==> src/rtl/operand_fetch_stage.sv <==
// Decode / operand-fetch stage: field split, 32x32 register file,
// writeback bypass and registered operands for the operand mux and ALU.
module operand_fetch_stage #(
  parameter int NREGS = 32,
  parameter int DW    = 32
) (
  input  logic          clock,
  input  logic          reset,
  input  logic          instr_valid,
  input  logic [DW-1:0] instr,
  input  logic          stall,
  input  logic          flush,
  input  logic          wb_en,
  input  logic [4:0]    wb_addr,
  input  logic [DW-1:0] wb_data,
  output logic          out_valid,
  output logic [5:0]    OPC,
  output logic [DW-1:0] RS1,
  output logic [DW-1:0] RS2,
  output logic [DW-1:0] RD_in,
  output logic [DW-1:0] imm,
  output logic [4:0]    rd_addr,
  output logic          illegal
);

  localparam logic [5:0] OP_NOP   = 6'd0;
  localparam logic [5:0] OP_ADDI  = 6'd9;
  localparam logic [5:0] OP_SUBI  = 6'd10;
  localparam logic [5:0] OP_MOVEI = 6'd12;
  localparam logic [5:0] OP_SLI   = 6'd13;
  localparam logic [5:0] OP_SRI   = 6'd14;
  localparam logic [5:0] OP_JUMP  = 6'd21;
  localparam logic [5:0] OP_BRA   = 6'd22;

  logic [5:0]  opc;
  logic [4:0]  rd_a;
  logic [4:0]  rs1_a;
  logic [4:0]  rs2_a;
  logic [15:0] imm16;

  assign opc   = instr[31:26];
  assign rd_a  = instr[25:21];
  assign rs1_a = instr[20:16];
  assign rs2_a = instr[15:11];
  assign imm16 = instr[15:0];

  logic [DW-1:0] rf_q [NREGS];
  logic [DW-1:0] rf_d [NREGS];

  logic          valid_q, valid_d;
  logic [5:0]    opc_q, opc_d;
  logic [DW-1:0] rs1_q, rs1_d;
  logic [DW-1:0] rs2_q, rs2_d;
  logic [DW-1:0] rdv_q, rdv_d;
  logic [DW-1:0] imm_q, imm_d;
  logic [4:0]    rd_addr_q, rd_addr_d;
  logic          illegal_q, illegal_d;
  logic [4:0]    rs1_idx_q, rs1_idx_d;
  logic [4:0]    rs2_idx_q, rs2_idx_d;

  logic          wb_hit;
  logic          legal;
  logic          sext;
  logic          zext;
  logic [DW-1:0] rs1_rd;
  logic [DW-1:0] rs2_rd;
  logic [DW-1:0] rdv_rd;
  logic [DW-1:0] imm_ext;

  assign wb_hit = wb_en && (wb_addr != 5'd0);
  assign legal  = opc <= OP_BRA;
  assign sext   = (opc == OP_ADDI) || (opc == OP_SUBI) ||
                  (opc == OP_JUMP) || (opc == OP_BRA);
  assign zext   = (opc == OP_MOVEI) || (opc == OP_SLI) ||
                  (opc == OP_SRI);

  // Writeback in the same cycle wins over the stale file contents.
  always_comb begin
    rs1_rd = rf_q[rs1_a];
    rs2_rd = rf_q[rs2_a];
    rdv_rd = rf_q[rd_a];
    if (wb_hit && wb_addr == rs1_a) rs1_rd = wb_data;
    if (wb_hit && wb_addr == rs2_a) rs2_rd = wb_data;
    if (wb_hit && wb_addr == rd_a)  rdv_rd = wb_data;
    if (rs1_a == 5'd0) rs1_rd = '0;
    if (rs2_a == 5'd0) rs2_rd = '0;
    if (rd_a == 5'd0)  rdv_rd = '0;
  end

  always_comb begin
    imm_ext = '0;
    unique case (1'b1)
      sext:    imm_ext = {{(DW-16){imm16[15]}}, imm16};
      zext:    imm_ext = {{(DW-16){1'b0}}, imm16};
      default: imm_ext = '0;
    endcase
  end

  always_comb begin
    rf_d      = rf_q;
    valid_d   = valid_q;
    opc_d     = opc_q;
    rs1_d     = rs1_q;
    rs2_d     = rs2_q;
    rdv_d     = rdv_q;
    imm_d     = imm_q;
    rd_addr_d = rd_addr_q;
    illegal_d = illegal_q;
    rs1_idx_d = rs1_idx_q;
    rs2_idx_d = rs2_idx_q;
    if (reset) begin
      for (int i = 0; i < NREGS; i++) rf_d[i] = '0;
      valid_d   = 1'b0;
      opc_d     = OP_NOP;
      rs1_d     = '0;
      rs2_d     = '0;
      rdv_d     = '0;
      imm_d     = '0;
      rd_addr_d = '0;
      illegal_d = 1'b0;
      rs1_idx_d = '0;
      rs2_idx_d = '0;
    end else begin
      if (wb_hit) rf_d[wb_addr] = wb_data;
      if (flush) begin
        valid_d   = 1'b0;
        opc_d     = OP_NOP;
        illegal_d = 1'b0;
      end else if (stall) begin
        // Keep held operands coherent with writebacks that land meanwhile.
        if (wb_hit && wb_addr == rs1_idx_q) rs1_d = wb_data;
        if (wb_hit && wb_addr == rs2_idx_q) rs2_d = wb_data;
        if (wb_hit && wb_addr == rd_addr_q) rdv_d = wb_data;
      end else if (instr_valid) begin
        valid_d   = 1'b1;
        opc_d     = legal ? opc : OP_NOP;
        illegal_d = !legal;
        rs1_d     = rs1_rd;
        rs2_d     = rs2_rd;
        rdv_d     = rdv_rd;
        imm_d     = imm_ext;
        rd_addr_d = rd_a;
        rs1_idx_d = rs1_a;
        rs2_idx_d = rs2_a;
      end else begin
        valid_d   = 1'b0;
        opc_d     = OP_NOP;
        illegal_d = 1'b0;
      end
    end
  end

  always_ff @(posedge clock) begin
    rf_q      <= rf_d;
    valid_q   <= valid_d;
    opc_q     <= opc_d;
    rs1_q     <= rs1_d;
    rs2_q     <= rs2_d;
    rdv_q     <= rdv_d;
    imm_q     <= imm_d;
    rd_addr_q <= rd_addr_d;
    illegal_q <= illegal_d;
    rs1_idx_q <= rs1_idx_d;
    rs2_idx_q <= rs2_idx_d;
  end

  assign out_valid = valid_q;
  assign OPC       = opc_q;
  assign RS1       = rs1_q;
  assign RS2       = rs2_q;
  assign RD_in     = rdv_q;
  assign imm       = imm_q;
  assign rd_addr   = rd_addr_q;
  assign illegal   = illegal_q;

endmodule
==> config.mk <==
export PLATFORM = sky130hd
export DESIGN_NAME = operand_fetch_stage
export DESIGN_NICKNAME = d
export VERILOG_FILES = /design/src/rtl/operand_fetch_stage.sv
export SDC_FILE = /design/constraint.sdc
export NUM_CORES = 2
export LEC_CHECK = 0
export CAP_MARGIN = 20
export CORE_MARGIN = 10
export CORE_UTILIZATION = 50
export DETAILED_ROUTE_END_ITERATION = 6
export HOLD_SLACK_MARGIN = 0.06
export PLACE_DENSITY = 0.64
export SETUP_SLACK_MARGIN = 0.02
export SLEW_MARGIN = 20
export SYNTH_ARGS = -nofsm -noshare
export SYNTH_HDL_FRONTEND = slang
export SYNTH_SLANG_ARGS = --single-unit
==> constraint.sdc <==
create_clock -name clock -period 3.7 [get_ports clock]
set_clock_uncertainty 0.1 [all_clocks]
set_input_delay 0.37 -clock clock [delete_from_list [all_inputs] [get_ports clock]]
set_output_delay 0.37 -clock clock [all_outputs]
set_load 0.01 [all_outputs]
Word-level counts from Yosys, hierarchy flattened:

Cells that the tools add are included.

* register bits after elaboration: 1175
* latch bits: 0
* memory bits (writable): 0
* memory bits (read-only): 0
* memories kept: 0

* $add $sub $neg: 0
* multipliers: 0
* divide/modulo/power cells: 0
* magnitude comparators: 6
* equal/unequal tests: 16
* shift operators: 0
* multiplexer cells: 32
* bitwise gates (word level): 6
* reductions and logical operators: 24

Operators by type and width (number)
* $bwmux W1024: 1
* $mux W32: 22
* $bmux W32 S5: 3
* $demux W32 S5: 1
* $pmux W32 S2: 1
* $eq A5 B5 Y1: 6
* $eq A6 B4 Y1 const B: 5
* $ge A6 B6 Y1 const B: 4
* $not A5 Y6: 4
* $logic_not A5 Y1: 3
* $eq A6 B5 Y1 const B: 2
* $mux W6: 2
* $reduce_and A3 Y1: 4
* $logic_and A1 B1 Y1: 8
* $le A6 B5 Y1 const B: 1
* $lt A6 B1 Y1 const B: 1
* $ne A2 B1 Y1 const B: 3
* $logic_or A1 B1 Y1: 5
* $reduce_bool A5 Y1: 1
* $mux W1: 2
* $not A1 Y1: 2
* $reduce_bool A2 Y1: 1
* $reduce_or A2 Y1: 1
* $logic_not A1 Y1: 1

Logic depth before layout (Yosys ltp):

* depth in word-level cells: 8
* depth in mapped cells: 10

Worst setup path before layout:

No wires, ideal clock.

* kind: input to register
* start point: in instr[23]
* end point: reg rdv_q[22] (netlist: RD_in[22])
* data arrival time: 1.989 ns
* required time: 3.464 ns
* slack: 1.475 ns
* stages on the path: 7
* buffers on the path: 3
* path through: buf_2 -> buf_4 -> buf_2 -> mux4_2 -> a211o_1 -> a21oi_1 -> o32ai_1

* longest elaborated chain between the ends: 8

Ends and longest elaborated chain
* from (decl): line 10 `input logic [DW-1:0] instr,`
* $not A5 Y6 (not written as such): line 81 `rdv_rd = rf_q[rd_a];`
* $bmux W32 S5: line 81
* $mux W32 (not written as such) (2 in a row): line 81
* $mux W32: line 84 `if (wb_hit && wb_addr == rd_a) rdv_rd = wb_data;`
* $mux W32 *: line 87 `if (rd_a == 5'd0) rdv_rd = '0;`
* $mux W32 *: line 134 `end else if (instr_valid) begin`
* $mux W32 *: line 129 `end else if (stall) begin`
* to (signal assigned): line 159 `rdv_q <= rdv_d;`
* to (decl): line 54 `logic [DW-1:0] rdv_q, rdv_d;`

Mark *: on every way between the ends. The rest lies on a longest branch, timed or not. The select of a mux whose other input is x is not followed.
A chain may end at the register's enable or synchronous reset.

Worst setup path after layout:

* start point: in instr[17]
* end point: reg rs1_q[22] (netlist: RS1[22])

* longest elaborated chain between the ends: 8

Ends and longest elaborated chain
* $not A5 Y6 (not written as such): line 79 `rs1_rd = rf_q[rs1_a];`
* $bmux W32 S5: line 79
* $mux W32 (not written as such) (2 in a row): line 79
* $mux W32: line 82 `if (wb_hit && wb_addr == rs1_a) rs1_rd = wb_data;`
* $mux W32 *: line 85 `if (rs1_a == 5'd0) rs1_rd = '0;`
* $mux W32 *: line 134
* $mux W32 *: line 129
* to (signal assigned): line 157 `rs1_q <= rs1_d;`
* to (decl): line 52 `logic [DW-1:0] rs1_q, rs1_d;`

Marks and branches as above.

==> flow_summary_export.csv <==
group,metric,value,unit
global_route,antenna_found_initial,23,
worst_setup_path,path_max_fanout,37,
route,num_vias,65550,
power,cellPowerDensity,394.0,mW/mm^2
cells_and_area,finalInstanceArea,0.07847,mm^2
worst_setup_path,crit_type,"input port to flip-flop",
logic_synthesis,ys_ff_latch,1160,
worst_setup_path,arrival,3.47,ns
clocking,clk_pin_slew,0.06,ns
min_path,hold_path_depth,3,
worst_setup_path,critPathCaptureType,"flip-flop",
global_route,grt_usage,38.41,%
logic_synthesis,synth_fp_nets,7614,
min_path,min_path_type,"input port to flip-flop",
logic_synthesis,yosysMostFrequentCell,"nand2_1",
worst_setup_path,reg2reg_from,"rs1_idx_q[2]$_SDFFE_PP0P_",
clocking,cts_sinks,1160,
cells_and_area,syn2layout_area_growth,14.30,%
timing,hold_viol_final,0,
logic_synthesis,yosysTopAreaCellShare,33.83,%
placement,hpwlAfterDp,186400,um
logic_synthesis,synthArstFlopShare,0,%
die,num_rows,135,
worst_setup_path,critPathMaxStageDelay,0.61,ns
route,first_iter_violations,11490,
logic_synthesis,ys_seq_area_share,33.83,%
clocking,cts_resized,0,
logic_synthesis,synthTopCellsByCount,"nand2_1 (2159), dfxtp_1 (1160), a21oi_1 (1061), mux4_2 (707), clkbuf_1 (505)",
clocking,cts_tree,"done",
worst_setup_path,r2r_cells,5,
logic_synthesis,synthAdderAreaFrac,0,%
logic_synthesis,netlist.top_cell.by_area,"dfxtp_1",
die,coreArea,0.1360,mm^2
die,initial_core_util,50.49,%
worst_setup_path,rrSetupSlack,1.30,ns
status,status,"finished, violations left",
min_path,worstHoldEndpoint,"rs2_idx_q[0]$_SDFFE_PP0P_",
power,ir_drop,0.0003539,V
logic_synthesis,yosys-top-cells-area,"dfxtp_1 (34%), mux4_2 (23%), nand2_1 (12%)",
worst_setup_path,r2r_end,"RS1[15]$_SDFFE_PP0P_",
placement,port_buffers,215,
placement,place_congestion,1.000,
logic_synthesis,synth.area.mux_share,29.36,%
cells_and_area,drive_gt1_share,20.38,%
timing,final_max_slew_viol_count,0,
cells_and_area,finalNetCount,7451,
global_route,grt_overflow,0,
timing,period_minus_slack,2.905,ns
logic_synthesis,synth_cell_types,59,
timing,tightest_slew,1.141,ns
cells_and_area,instances_no_fill,9269,
timing,relSlewSlack,23.10,%
power,p_leak,0.02572,uW
clocking,cts_buffers,134,
timing,min_period_over_period,78.52,%
global_route,grt_pass1_vias,61150,
worst_setup_path,cp-start-kind,"input port",
route,drc_errors,29,
logic_synthesis,yosysWarnings,0,
min_path,worstHoldStart,"instr[11]",
die,ios,216,
clocking,root_buffer,"clkbuf_16",
clocking,insertion_delay,0.83,ns
die,die_y,390.6,um
status,violations,"design-rule violations",
timing,rsz0062_at_grt,"no",
route,drtAntennaViolNets,0,
route,wl_per_cell,32.95,um
logic_synthesis,synth_top_family_by_area,"multiplexers",
logic_synthesis,netlist_area,0.06865,mm^2
worst_setup_path,cpMaxStageDelayCell,"a211oi_1",
flow_run,max-cap-violations,0,
route,wirelength,305400,um
die,fp.dieArea,0.1525,mm^2
logic_synthesis,synthXorXnorAreaFrac,0.3955,%
logic_synthesis,avgSynthCellArea,9.106,um^2
die,die_w,390.6,um
logic_synthesis,synth_simple_gate_area_share,16.31,%
timing,fmax,0.3442,GHz
route,dr.pass1.iters,7,
worst_setup_path,path_cells,"dlygate4sd3_1 -> buf_8 -> buf_4 -> mux4_2 -> mux2_2 -> a211oi_1 -> o32ai_1",
global_route,grt_pass1_wl,432600,um
timing,tns,0,ns
logic_synthesis,synth-compound-area-share,14.35,%
timing,setup_violations,0,
clocking,clockBufferDepth,3,
cells_and_area,post-route-util,57.71,%
worst_setup_path,critical_path_required,4.26,ns
logic_synthesis,synth-main-ff-cell,"dfxtp_1",
logic_synthesis,synthCells,7539,
placement,dpl_cell_area,0.07354,mm^2
logic_synthesis,synth-edff-count,0,
placement,dp.cells,9002,
global_route,grt_max_degree,186,
route,vias_per_cell,7.071,
clocking,h-tree-depth,4,
## worst max-delay path by stage
stage	depth (start not counted)	slack [ns]	to	startpoint
after detailed placement	7	0.13	RS1[8]$_SDFFE_PP0P_	wb_addr[1]
final	7	0.79	RS1[22]$_SDFFE_PP0P_	instr[17]
after CTS	7	0.88	RS1[8]$_SDFFE_PP0P_	instr[17]
after floorplan	7	1.48	RD_in[22]$_SDFFE_PP0P_	instr[23]
after global routing	8	0.82	RS1[23]$_SDFFE_PP0P_	instr[18]
after global placement	7	0.17	RS1[8]$_SDFFE_PP0P_	wb_addr[1]
## state kept, by name, summed over array words and instances (netlist names)
name / count
RS2: 32
illegal: 1
rs1_idx_q: 5
rd_addr: 5
rf_q: 1024
imm: 17
RS1: 32
rs2_idx_q: 5
OPC: 6
RD_in: 32
out_valid: 1
## cell type report
cell class,count,area (um^2)
sequential,1160,23220
clock inverter,51,755.7
inverter,5,18.77
clock buffer,186,3959
fill,11600,57500
multi-input combinational,5509,41930
tap,1781,2228
antenna,11,27.53
timing repair buffer,566,6332
## stage by stage
| step | hold WS [ns] | setup slack [ns] | total power (uW) |
|---|---|---|---|
| 4_1_cts | 0.1047 | 0.8755 | 30760 |
| 2_1_floorplan | 0.3488 | 1.475 | 15060 |
| 3_3_place_gp | 0.3296 | 0.1726 | 16530 |
| 5_1_grt | 0.1444 | 0.8225 | 31460 |
| 3_5_place_dp | 0.3373 | 0.1324 | 16550 |
| 6_report | 0.1452 | 0.7946 | 30920 |
## cell families (layout without fill, tap and decap cells)
logic type                Yosys count  in the layout
xor gates and xnor gates           31             31
AOI/OAI and AO/OA                1627           1627
buffers and inverters             870            808
other                               0             11
DFF                              1160           1160
muxes                            1117           1117
and+or+nand+nor                  2734           2734
## critical path, delay by kind of cell
kind / cells / cell delay (ns)
mux: 2 / 0.83
buf+inv: 3 / 1.38
compound gates: 2 / 0.78
## power by group
part	internal, uW	total, uW	switching (uW)	leakage [uW]
clock	8660	14400	5790	0.00232
sequential	12600	12800	218	0.00936
combinational	1230	3630	2400	0.0140
total	22500	30900	8400	0.0257
## cells in the final DEF (no fill, tap or decap), types with 14 or more instances in the layout
cell,n
bufinv_16,17
a211oi_1,44
clkinv_2,23
nor2_4,31
o32ai_1,38
buf_4,218
mux4_2,707
nor2_1,147
clkbuf_8,25
nor4_1,98
a22oi_1,35
o22ai_1,89
nand2_1,2127
o221ai_1,34
dfxtp_1,1160
o31ai_1,31
mux2_2,105
nand2_2,32
a221oi_1,87
nand3_1,49
nand2b_1,32
a211o_1,31
dlygate4sd3_1,19
clkbuf_16,142
o21ai_0,85
clkbuf_1,20
clkdlybuf4s50_1,201
nor2b_1,66
mux2i_1,305
a31o_1,14
a21oi_1,1061
buf_12,116
and2_1,97
a221oi_2,40
xnor2_1,28
## per-layer routing
| layer | track usage [%] | wire length [um] |
|---|---|---|
| met1 | 47.12 | 104900 |
| met2 | 55.42 | 127900 |
| met3 | 13.03 | 44460 |
| met4 | 29.37 | 27940 |
| met5 | 0 | 239 |
## timing repair
item,4_1_cts,5_1_grt
hold buffers,19,0
hold endpoints to repair,82,0
buffers inserted,0,0
Power figures use the tool's default switching activity.
